--- config.mk ---
export PLATFORM = sky130hd
export DESIGN_NAME = mem_port_arbiter
export DESIGN_NICKNAME = d
export VERILOG_FILES = /design/src/rtl/mem_port_arbiter.sv
export SDC_FILE = /design/constraint.sdc
export NUM_CORES = 1
export LEC_CHECK = 0
export ABC_AREA = 1
export ABC_CLOCK_PERIOD_IN_PS = 4400
export BUFFER_PORTS_ARGS = -buffer_cell sky130_fd_sc_hd__buf_4
export CORE_AREA = 2 2 134 97
export DETAILED_ROUTE_END_ITERATION = 8
export DIE_AREA = 0 0 136 99
export PLACE_DENSITY = 0.83
export SYNTH_ARGS = -nofsm -noshare
export SYNTH_HDL_FRONTEND = slang
export SYNTH_SLANG_ARGS = --single-unit
--- constraint.sdc ---
create_clock -name clk -period 4.4 [get_ports clk]
set_input_delay 0.88 -clock clk [delete_from_list [all_inputs] [get_ports clk]]
set_output_delay 0.88 -clock clk [all_outputs]
set_load 0.05 [all_outputs]
--- src/rtl/mem_port_arbiter.sv ---
// mem_port_arbiter
// Shares one memory port between an instruction-fetch requester (I) and a
// load/store requester (D). Each transaction runs IDLE -> ACCESS -> RESP,
// spending WAIT_CYCLES cycles in ACCESS to model slow memory. D has fixed
// priority over I, and a starvation counter hands the port to I after
// STARVE_LIMIT consecutive D grants made while I was waiting.
//
// Handshake (both requesters): the requester raises req and holds it until
// its ready pulses. Address, data, we and size are latched at the grant, so
// later changes are ignored. Dropping req after the grant does not cancel
// the access; ready still pulses exactly once, in the single RESP cycle.
// A req still high in the IDLE cycle after RESP counts as a new request.
module mem_port_arbiter #(
    parameter int WAIT_CYCLES  = 2,
    parameter int STARVE_LIMIT = 4
) (
    input  logic        clk,
    input  logic        rst_n,
    input  logic        i_req,
    input  logic [31:0] i_addr,
    output logic        i_ready,
    output logic [31:0] i_rdata,
    input  logic        d_req,
    input  logic [31:0] d_addr,
    input  logic [31:0] d_wdata,
    input  logic        d_we,
    input  logic [1:0]  d_size,
    output logic        d_ready,
    output logic [31:0] d_rdata,
    output logic [31:0] mem_addr,
    output logic [31:0] mem_wdata,
    output logic        mem_we,
    output logic [1:0]  mem_size,
    input  logic [31:0] mem_rdata,
    output logic        busy,
    output logic [1:0]  dbg_state
);

    localparam int WCW = (WAIT_CYCLES > 1) ? $clog2(WAIT_CYCLES) : 1;
    localparam int SCW = (STARVE_LIMIT > 0) ? $clog2(STARVE_LIMIT + 1) : 1;

    typedef enum logic [1:0] {
        S_IDLE   = 2'd0,
        S_ACCESS = 2'd1,
        S_RESP   = 2'd2
    } state_t;

    state_t           state;
    state_t           state_next;
    logic [WCW-1:0]   wcnt;
    logic [SCW-1:0]   starve_cnt;
    logic             owner_d;
    logic [31:0]      lat_addr;
    logic [31:0]      lat_wdata;
    logic             lat_we;
    logic [1:0]       lat_size;

    logic             starved;
    logic             grant_d;
    logic             grant_i;
    logic             last_access;

    // I is only forced through once D has won STARVE_LIMIT times in a row
    // while I was waiting.
    assign starved     = (starve_cnt == SCW'(STARVE_LIMIT));
    assign grant_d     = (state == S_IDLE) && d_req && !(i_req && starved);
    assign grant_i     = (state == S_IDLE) && i_req && !grant_d;
    assign last_access = (state == S_ACCESS) && (wcnt == '0);

    // State register; async reset aborts any transaction in flight.
    always_ff @(posedge clk or negedge rst_n) begin
        if (!rst_n) begin
            state <= S_IDLE;
        end else begin
            state <= state_next;
        end
    end

    // Next-state logic for the IDLE -> ACCESS -> RESP loop.
    always_comb begin
        state_next = state;
        case (state)
            S_IDLE:   if (i_req || d_req) state_next = S_ACCESS;
            S_ACCESS: if (wcnt == '0)     state_next = S_RESP;
            S_RESP:                       state_next = S_IDLE;
            default:                      state_next = S_IDLE;
        endcase
    end

    // Latch the winner's request at grant and count down the wait states.
    always_ff @(posedge clk or negedge rst_n) begin
        if (!rst_n) begin
            owner_d   <= 1'b0;
            lat_addr  <= '0;
            lat_wdata <= '0;
            lat_we    <= 1'b0;
            lat_size  <= '0;
            wcnt      <= '0;
        end else if (grant_d) begin
            owner_d   <= 1'b1;
            lat_addr  <= d_addr;
            lat_wdata <= d_wdata;
            lat_we    <= d_we;
            lat_size  <= d_size;
            wcnt      <= WCW'(WAIT_CYCLES - 1);
        end else if (grant_i) begin
            owner_d   <= 1'b0;
            lat_addr  <= i_addr;
            lat_we    <= 1'b0;
            lat_size  <= 2'd3;
            wcnt      <= WCW'(WAIT_CYCLES - 1);
        end else if (state == S_ACCESS && wcnt != '0) begin
            wcnt      <= wcnt - 1'b1;
        end
    end

    // Starvation counter: grows on D grants while I waits, saturating.
    always_ff @(posedge clk or negedge rst_n) begin
        if (!rst_n) begin
            starve_cnt <= '0;
        end else if (grant_i) begin
            starve_cnt <= '0;
        end else if (grant_d) begin
            if (!i_req) begin
                starve_cnt <= '0;
            end else if (!starved) begin
                starve_cnt <= starve_cnt + 1'b1;
            end
        end
    end

    // Capture read data in the last ACCESS cycle; for a store this is the
    // value the memory held before the write edge.
    always_ff @(posedge clk or negedge rst_n) begin
        if (!rst_n) begin
            i_rdata <= '0;
            d_rdata <= '0;
        end else if (last_access) begin
            if (owner_d) begin
                d_rdata <= mem_rdata;
            end else begin
                i_rdata <= mem_rdata;
            end
        end
    end

    // Write enable only in the final ACCESS cycle, so memory sees one write
    // edge; it falls with the async reset because state clears at once.
    assign mem_we    = last_access && lat_we;
    assign mem_addr  = lat_addr;
    assign mem_wdata = lat_wdata;
    assign mem_size  = lat_size;
    assign i_ready   = (state == S_RESP) && !owner_d;
    assign d_ready   = (state == S_RESP) && owner_d;
    assign busy      = (state != S_IDLE);
    assign dbg_state = state;

endmodule
==> results of run 1 <==
layout by cell type (no fill, tap or decap):
| cell | netlist | routed |
|---|---|---|
| clkinv_2 | 0 | 1 |
| o21ai_1 | 135 | 134 |
| xnor2_1 | 1 | 1 |
| o21ai_2 | 0 | 1 |
| nor3_1 | 2 | 2 |
| inv_8 | 0 | 1 |
| buf_4 | 0 | 273 |
| clkinvlp_4 | 0 | 2 |
| nand3_2 | 1 | 1 |
| nand3_4 | 0 | 1 |
| clkbuf_16 | 0 | 17 |
| inv_1 | 140 | 140 |
| nor2_1 | 1 | 1 |
| nand4_1 | 33 | 33 |
| nor2_2 | 1 | 1 |
| clkinv_4 | 0 | 3 |
| inv_6 | 0 | 2 |
| nor2_4 | 1 | 1 |
| dfrtp_1 | 138 | 138 |
| bufinv_16 | 0 | 4 |
| o21ai_0 | 1 | 1 |
| nand2_1 | 205 | 205 |
| inv_2 | 2 | 2 |
| ha_1 | 2 | 2 |
| nand2_2 | 2 | 2 |
| buf_6 | 0 | 1 |
state kept, by name (all words and copies together) (netlist names):
signal,cells
wcnt,1
mem_size,2
mem_wdata,32
lat_we,1
i_rdata,32
starve_cnt,3
d_rdata,32
mem_addr,32
dbg_state,2
owner_d,1
worst max path at each step:
stage | start | to
after floorplan | dbg_state[1] | d_ready
after global routing | starve_cnt[0] | mem_addr[1]
after CTS | dbg_state[1] | busy
after detailed placement | i_req | mem_addr[7]
after global placement | i_req | mem_addr[4]
final | dbg_state[1] | mem_addr[22]
power groups by stage:
stage / combinational [mW] / clock, mW / sequential, mW
5_1_grt: 5.02 / 1.59 / 2.37
3_5_place_dp: 4.74 / 0 / 2.29
2_1_floorplan: 1.18 / 0 / 4.35
3_3_place_gp: 4.64 / 0 / 2.28
6_report: 4.71 / 1.50 / 2.29
4_1_cts: 4.74 / 1.52 / 2.29
routing by layer:
metal	global-route usage, %	vias up	part of all wire (%)
met4	8.41	0	2.2
met3	8.33	32	9.4
met1	31.2	2546	41
met5	0	-	0
li1	-	2693	-
met2	39.0	247	48
worst min-delay path, delay by kind of cell (launching register included):
| kind | cells | cell delay [ns] |
|---|---|---|
| flops | 1 | 0.34 |
| simple gates | 2 | 0.10 |
stage by stage:
step / hold slack, ns / util [%] / total power [mW] / setup WS [ns] / instance area, µm²
2_1_floorplan: 0.450 / - / 5.53 / 1.61 / 5920
3_3_place_gp: 0.456 / 65.9 / 6.92 / 1.37 / 8020
3_5_place_dp: 0.468 / 65.9 / 7.03 / 1.33 / 8020
4_1_cts: 0.484 / 71.0 / 8.55 / 1.63 / 8640
5_1_grt: 0.499 / 71.0 / 8.98 / 1.35 / 8640
6_report: 0.481 / 71.0 / 8.50 / 1.62 / 8640
cells by family after synthesis:
| logic type | count (synthesis) | synth area share, % |
|---|---|---|
| fa+ha+maj | 2 | 0.423 |
| xor+xnor | 1 | 0.148 |
| buf+inv | 182 | 12.1 |
| compound gates | 136 | 11.5 |
| flops | 138 | 58.4 |
| simple gates | 247 | 17.5 |
layout make-up:
class / count / area, µm²
flip-flops and latches: 138 / 3450
fillers: 964 / 3530
multi-input cells: 386 / 1770
well taps: 162 / 203
inverters: 142 / 533
clock inverters: 13 / 195
clock buffers: 17 / 425
repair buffers: 274 / 2060
==> results.md, run 1 <==
* Most common cell in the netlist: nand2_1
* Worst IR Drop VDD at 571 µV
* Final Setup Violations at 0
* Core footprint at 0.0122 mm²
* Final Hold Fails at 0
* Chip height at 99 µm
* Clk buf depth at 2
* First-pass GRT wire length at 25900 µm
* Cell area after synthesis at a little under 0.006 mm²
* Layout cells sized above 1 at 32.3%
* Area Overhead vs Synth at 46.0%
* EDFF count, synth at 0
* Worst-path maximum fanout at 37
* Die W at around 140 µm
* Fmax at 360 MHz
* I/O Buffers at 270
* Total number of vias at 5518
* DRT iter0 DRCs at 245
* R2R Path End: mem_addr[22]
* Yosys top cell area share at 58.4%
* Area of the die at 0.0135 mm²
* Final WL at 16200 µm
* GR Util All Layers at about 24%
* DPL Wire Length at 11300 µm
* CTS buffer count at 17
* Drc violations at 0
* R2r setup slk at 1.62 ns
* Post-CTS setup buffer count at 0
* RR Startpoint: dbg_state[1]
* Minimum clock period at 2.78 ns
* Bufs and invs on worst path at 0
* Synth area leaders: dfrtp_1 58%, nand2_1 13%, o21ai_1 11%, inv_1 8.9%, nand4_1 3.5%
* Clock Latency Late Sink at just over 0.4 ns
* RSZ-0062 raised after global routing: no
* Int Pwr at 4.18 mW
* Worst Clk Skew at ~0.0097 ns
* Worst Hold Launch: wcnt
* Post-Route Setup TNS at 0 ns
* Most used cell, CP: nand2_1
* Worst path arrival time at between 3 and 4 ns
* Ant diodes at 0
* Final non-filler cell total at around 1100
* Number of global-route vias before repair at 5256
* IO Pins at 271
* CTS root buf: clkbuf_16
* Post-CTS Resized at 0
* CP top delay family: simple AND/OR/NAND/NOR gates
* Sw frac at 50.9%
* Worst Path Required at 4.74 ns
* Worst Hold Class: register to register
* Hold path cells at 2
* Levels on crit path at 5
* Initial antenna violation count at 0
* First-pass iteration count of the detailed router at 4
* Grt total ovfl at 0
* Drt wl/cell at 14.3 µm
* Core Rows at 34
* Rel. slew slack at between 20% and 30%
* Post-Place Cells at roughly 1100
* Most frequent cells after synthesis: 205 x nand2_1, 140 x inv_1, 138 x dfrtp_1
* Hold Path End: dbg_state[0]
* Net Sw Power at 4.32 mW
* Initial cell density of the core at 48.6%
* Clock Pin Slew Worst Setup and Hold Paths at 0.06 ns
* Ys Warns at 0
* Seq pwr share at 27.0%
* Status: finished clean
* Power Dens Cells at 984 mW/mm²
* Clock power share at 17.6%
* Slew @ Worst Pin at around 1.2 ns
* Final period util at a little over three fifths
* Reg2reg path depth at 5
* Post-synthesis cell count at 706
* CTS tree: done
* Startpoint types: register
* Crit end category: register
* Routability congestion estimate at 0.826
* Asr flop ratio synth at 100%
* Critical path's slowest cell: nand2_1
* Crit-path max cell delay at 0.94 ns
* Comb power frac at between 50 and 60%
* Vias per cell at between 4 and 5
* Largest net degree at the start of global routing at between 90 and 100
* Final ANT Viol Nets at 0
* Htree depth at 4
* Max-cap check violation count at 0
* Unique masters post-synth at 19
* WS Path Type: register to register
* Lkg Pwr at 4.88 nW
* Post-synthesis average cell area at 8.38 µm²
* Biggest area consumer among synthesized cells: dfrtp_1
* Synth Net Count at 843
* Post-layout nets at 1096
* Num Clock Sinks at approximately 140
* Slew Viols, Final at 0
* Crit-path cells: nor2_4 > nand2_1 > o21ai_1 > nand2_1 > nand2_1
* Seq/Total Area, Yosys at 58.4%
* Post-CTS Hold Fix Bufs at 0
* #FFs+latches synth at between 100 and 150
* Ys flop type: dfrtp_1
Note: power is estimated with default switching activity, not from simulation.
==> inputs of run 2 (changes only) <==
==> config.mk (replaced) <==
export PLATFORM = sky130hd
export DESIGN_NAME = mem_port_arbiter
export DESIGN_NICKNAME = d
export VERILOG_FILES = /design/src/rtl/mem_port_arbiter.sv
export SDC_FILE = /design/constraint.sdc
export NUM_CORES = 1
export LEC_CHECK = 0
export ABC_AREA = 0
export ABC_CLOCK_PERIOD_IN_PS = 2450
export BUFFER_PORTS_ARGS = -buffer_cell sky130_fd_sc_hd__buf_4
export CORE_AREA = 2 2 145 105
export DETAILED_ROUTE_END_ITERATION = 8
export DIE_AREA = 0 0 147 107
export PLACE_DENSITY = 0.76
export SYNTH_ARGS = -nofsm -noshare
export SYNTH_HDL_FRONTEND = slang
export SYNTH_SLANG_ARGS = --single-unit
==> constraint.sdc (replaced) <==
create_clock -name clk -period 2.45 [get_ports clk]
set_input_delay 0.49 -clock clk [delete_from_list [all_inputs] [get_ports clk]]
set_output_delay 0.49 -clock clk [all_outputs]
set_load 0.05 [all_outputs]
==> run 2 against run 1 <==
Synthesized area increased by 2.5%. Cell count decreased by 20%. Critical path depth shrank 1. Critical endpoint is now busy. Highest routed layer unchanged.
==> results.md, run 2 <==
* RSZ-0062 raised after global routing: no (unchanged)
* Final Setup Violations at 0 (unchanged)
* Worst-path maximum fanout at 35 (was 37)
* Yosys top cell area share at 57.0% (was 58.4%)
* #FFs+latches synth at 138 (unchanged)
* DRT iter0 DRCs at 257 (was 245)
* Unique masters post-synth at 28 (was 19)
* DP Area at 0.00817 mm² (was 0.00802 mm²)
* IO Pins at 271 (unchanged)
* Most common cell in the netlist: dfrtp_1 (was nand2_1)
* Area of the die at 0.0157 mm² (was 0.0135 mm²)
* Ys flop type: dfrtp_1 (unchanged)
* Routability congestion estimate at 0.772 (was 0.826)
* Commonest non-fill, non-tap cells in the layout: 275 x buf_4, 138 x dfrtp_1, 56 x mux2_4 (was 273 x buf_4, 205 x nand2_1, 140 x inv_1)
* Core Rows at 37 (was 34)
* Cell area after synthesis at 0.00606 mm² (was 0.00592 mm²)
* CTS tree: done (unchanged)
* Most common cell after layout, fill and taps aside: buf_4 (unchanged)
* Ys Warns at 0 (unchanged)
* Worst Hold Class: input pin to register (was register to register)
* Grt total ovfl at 0 (unchanged)
* Final ANT Viol Nets at 0 (unchanged)
* Core footprint at 0.0144 mm² (was 0.0122 mm²)
* Worst path arrival time at 1.71 ns (was 3.11 ns)
* Hold_ws at 0.310 ns (was 0.481 ns)
* Post-CTS setup buffer count at 0 (unchanged)
* Clock Latency Late Sink at 0.41 ns (about the same)
* Bufs and invs on worst path at 3 (was 0)
* Largest net degree at the start of global routing at 75 (was 95)
* Vias per cell at 5.08 (was 4.87)
* Rel. slew slack at 14.6% (was 22.5%)
* Post-CTS Resized at 0 (unchanged)
* Post-synthesis average cell area at 14.0 µm² (was 8.38 µm²)
* Biggest area consumer among synthesized cells: dfrtp_1 (unchanged)
* Critical path's slowest cell: dfrtp_1 (was nand2_1)
* Initial antenna violation count at 0 (unchanged)
* CTS root buf: clkbuf_16 (unchanged)
* Post-CTS Hold Fix Bufs at 1 (was 0)
* Crit-path cells: nor2_4 > buf_4 > inv_1 > buf_4 (was nor2_4 > nand2_1 > o21ai_1 > nand2_1 > nand2_1)
* Clock Pin Slew Worst Setup and Hold Paths at 0.06 ns (about the same)
* Clk buf depth at 2 (unchanged)
* CP top delay family: buffers and inverters (was simple AND/OR/NAND/NOR gates)
* First-pass iteration count of the detailed router at 4 (unchanged)
* CTS buffer count at 17 (unchanged)
* Area Overhead vs Synth at 44.7% (was 46.0%)
* Most frequent cells after synthesis: 138 x dfrtp_1, 56 x mux2_4, 39 x mux2_2 (was 205 x nand2_1, 140 x inv_1, 138 x dfrtp_1)
* Final WL at 15900 µm (was 16200 µm)
* I/O Buffers at 270 (unchanged)
* Final Hold Fails at 0 (unchanged)
* DPL Wire Length at 11300 µm (about the same)
* Startpoint types: register (unchanged)
* Post-layout nets at 833 (was 1096)
* Htree depth at 4 (unchanged)
* Die W at 147 µm (was 136 µm)
* Seq/Total Area, Yosys at 57.0% (was 58.4%)
* Post-Route Setup TNS at 0 ns (unchanged)
* Fmax at 456 MHz
* WS Path Type: register to output pin (was register to register)
* Ant diodes at 0 (unchanged)
* Minimum clock period at 2.20 ns
* Drc violations at 0 (unchanged)
* Asr flop ratio synth at 100% (unchanged)
* Slew @ Worst Pin at 1.28 ns (was 1.16 ns)
* Max-cap check violation count at 0 (unchanged)
* Post-synthesis cell count at 432 (was 706)
* Fin area at 0.00877 mm² (was 0.00864 mm²)
* First-pass GRT wire length at 25200 µm (was 25900 µm)
* Total number of vias at 4596 (was 5518)
* Final period util at 89.6%
* Chip height at 107 µm (was 99 µm)
* Drt wl/cell at 17.6 µm (was 14.3 µm)
* # fillers at 1149 (was 964)
* Num Clock Sinks at 138 (unchanged)
* Initial cell density of the core at 42.2% (was 48.6%)
* Number of global-route vias before repair at 4816 (was 5256)
* EDFF count, synth at 0 (unchanged)
* Layout cells sized above 1 at 57.8% (was 32.3%)
* Synth Net Count at 569 (was 843)
* GR Util All Layers at 20.3% (was 24.4%)
* Crit-path max cell delay at 0.48 ns (was 0.94 ns)
* Synth area leaders: dfrtp_1 57%, mux2_4 14%, mux2_2 7.2%, o2111ai_1 4.6%, o211ai_1 4.0% (was dfrtp_1 58%, nand2_1 13%, o21ai_1 11%, inv_1 8.9%, nand4_1 3.5%)
* Worst Clk Skew at 0.0107 ns (was 0.00967 ns)
* Slew Viols, Final at 0 (unchanged)
* Worst Path Required at 1.96 ns (was 4.74 ns)
* Crit end category: output pin (was register)
* Status: finished clean (unchanged)
* Most used cell, CP: buf_4 (was nand2_1)
==> run 2: metrics by stage <==
stage               worst slack (ns)  cells  utilization [%]
floorplan                      0.344    432                -
global placement               0.324    871             57.0
detailed placement             0.258    871             57.0
CTS                            0.240    904             61.1
global route                   0.156    904             61.1
finish                         0.255    904             61.1
==> run 2: cell type report <==
| class | count | area, µm² | area share (%) |
|---|---|---|---|
| clock buffer | 19 | 443 | 5.05 |
| clock inverter | 13 | 143 | 1.63 |
| inverter | 38 | 143 | 1.63 |
| multi-input combinational | 221 | 2200 | 25.1 |
| sequential | 138 | 3450 | 39.4 |
| tap | 195 | 244 | 2.78 |
| timing repair buffer | 280 | 2150 | 24.5 |
==> run 2: worst register-to-register path, stage by stage, from the launching register on <==
cell	delay, ns
dfrtp_1	0.39
inv_1	0.06
ha_1	0.20
nand3_1	0.09
and3_2	0.88
mux2_2	0.46
==> run 2: logic make-up after synthesis <==
logic type | count (synthesis) | share of synthesized area (%)
DFF | 138 | 57.0
adders and majority gates | 2 | 0.413
buffers and inverters | 73 | 6.87
xor gates and xnor gates | 1 | 0.145
muxes | 96 | 21.3
AOI/OAI and AO/OA | 106 | 12.5
and+or+nand+nor | 16 | 1.80
==> run 2: layer usage <==
| metal | up-vias | share of wire, % | track usage (%) |
|---|---|---|---|
| li1 | 2099 | - | - |
| met1 | 2248 | 43 | 25.9 |
| met2 | 225 | 48 | 33.2 |
| met3 | 24 | 7.6 | 6.00 |
| met4 | 0 | 1.7 | 7.01 |
| met5 | - | 0 | 0 |
==> run 2: path summary, 6_finish.rpt <==
kind / slack, ns / from / end / depth (start not counted)
min reg2reg: 0.49 / lat_we / lat_we / 1
max in group asynchronous: 1.39 / rst_n / i_rdata[12] / 3
max: 0.25 / dbg_state[1] / busy / 4
max reg2reg: 0.26 / starve_cnt[0] / mem_wdata[7] / 5
min in group asynchronous: 0.46 / rst_n / i_rdata[21] / 2
min: 0.31 / d_wdata[15] / mem_wdata[15] / 2
Power of run 2 is not shown: default switching activity piles up to over one toggle a cycle in this logic, so the estimate is an artifact.
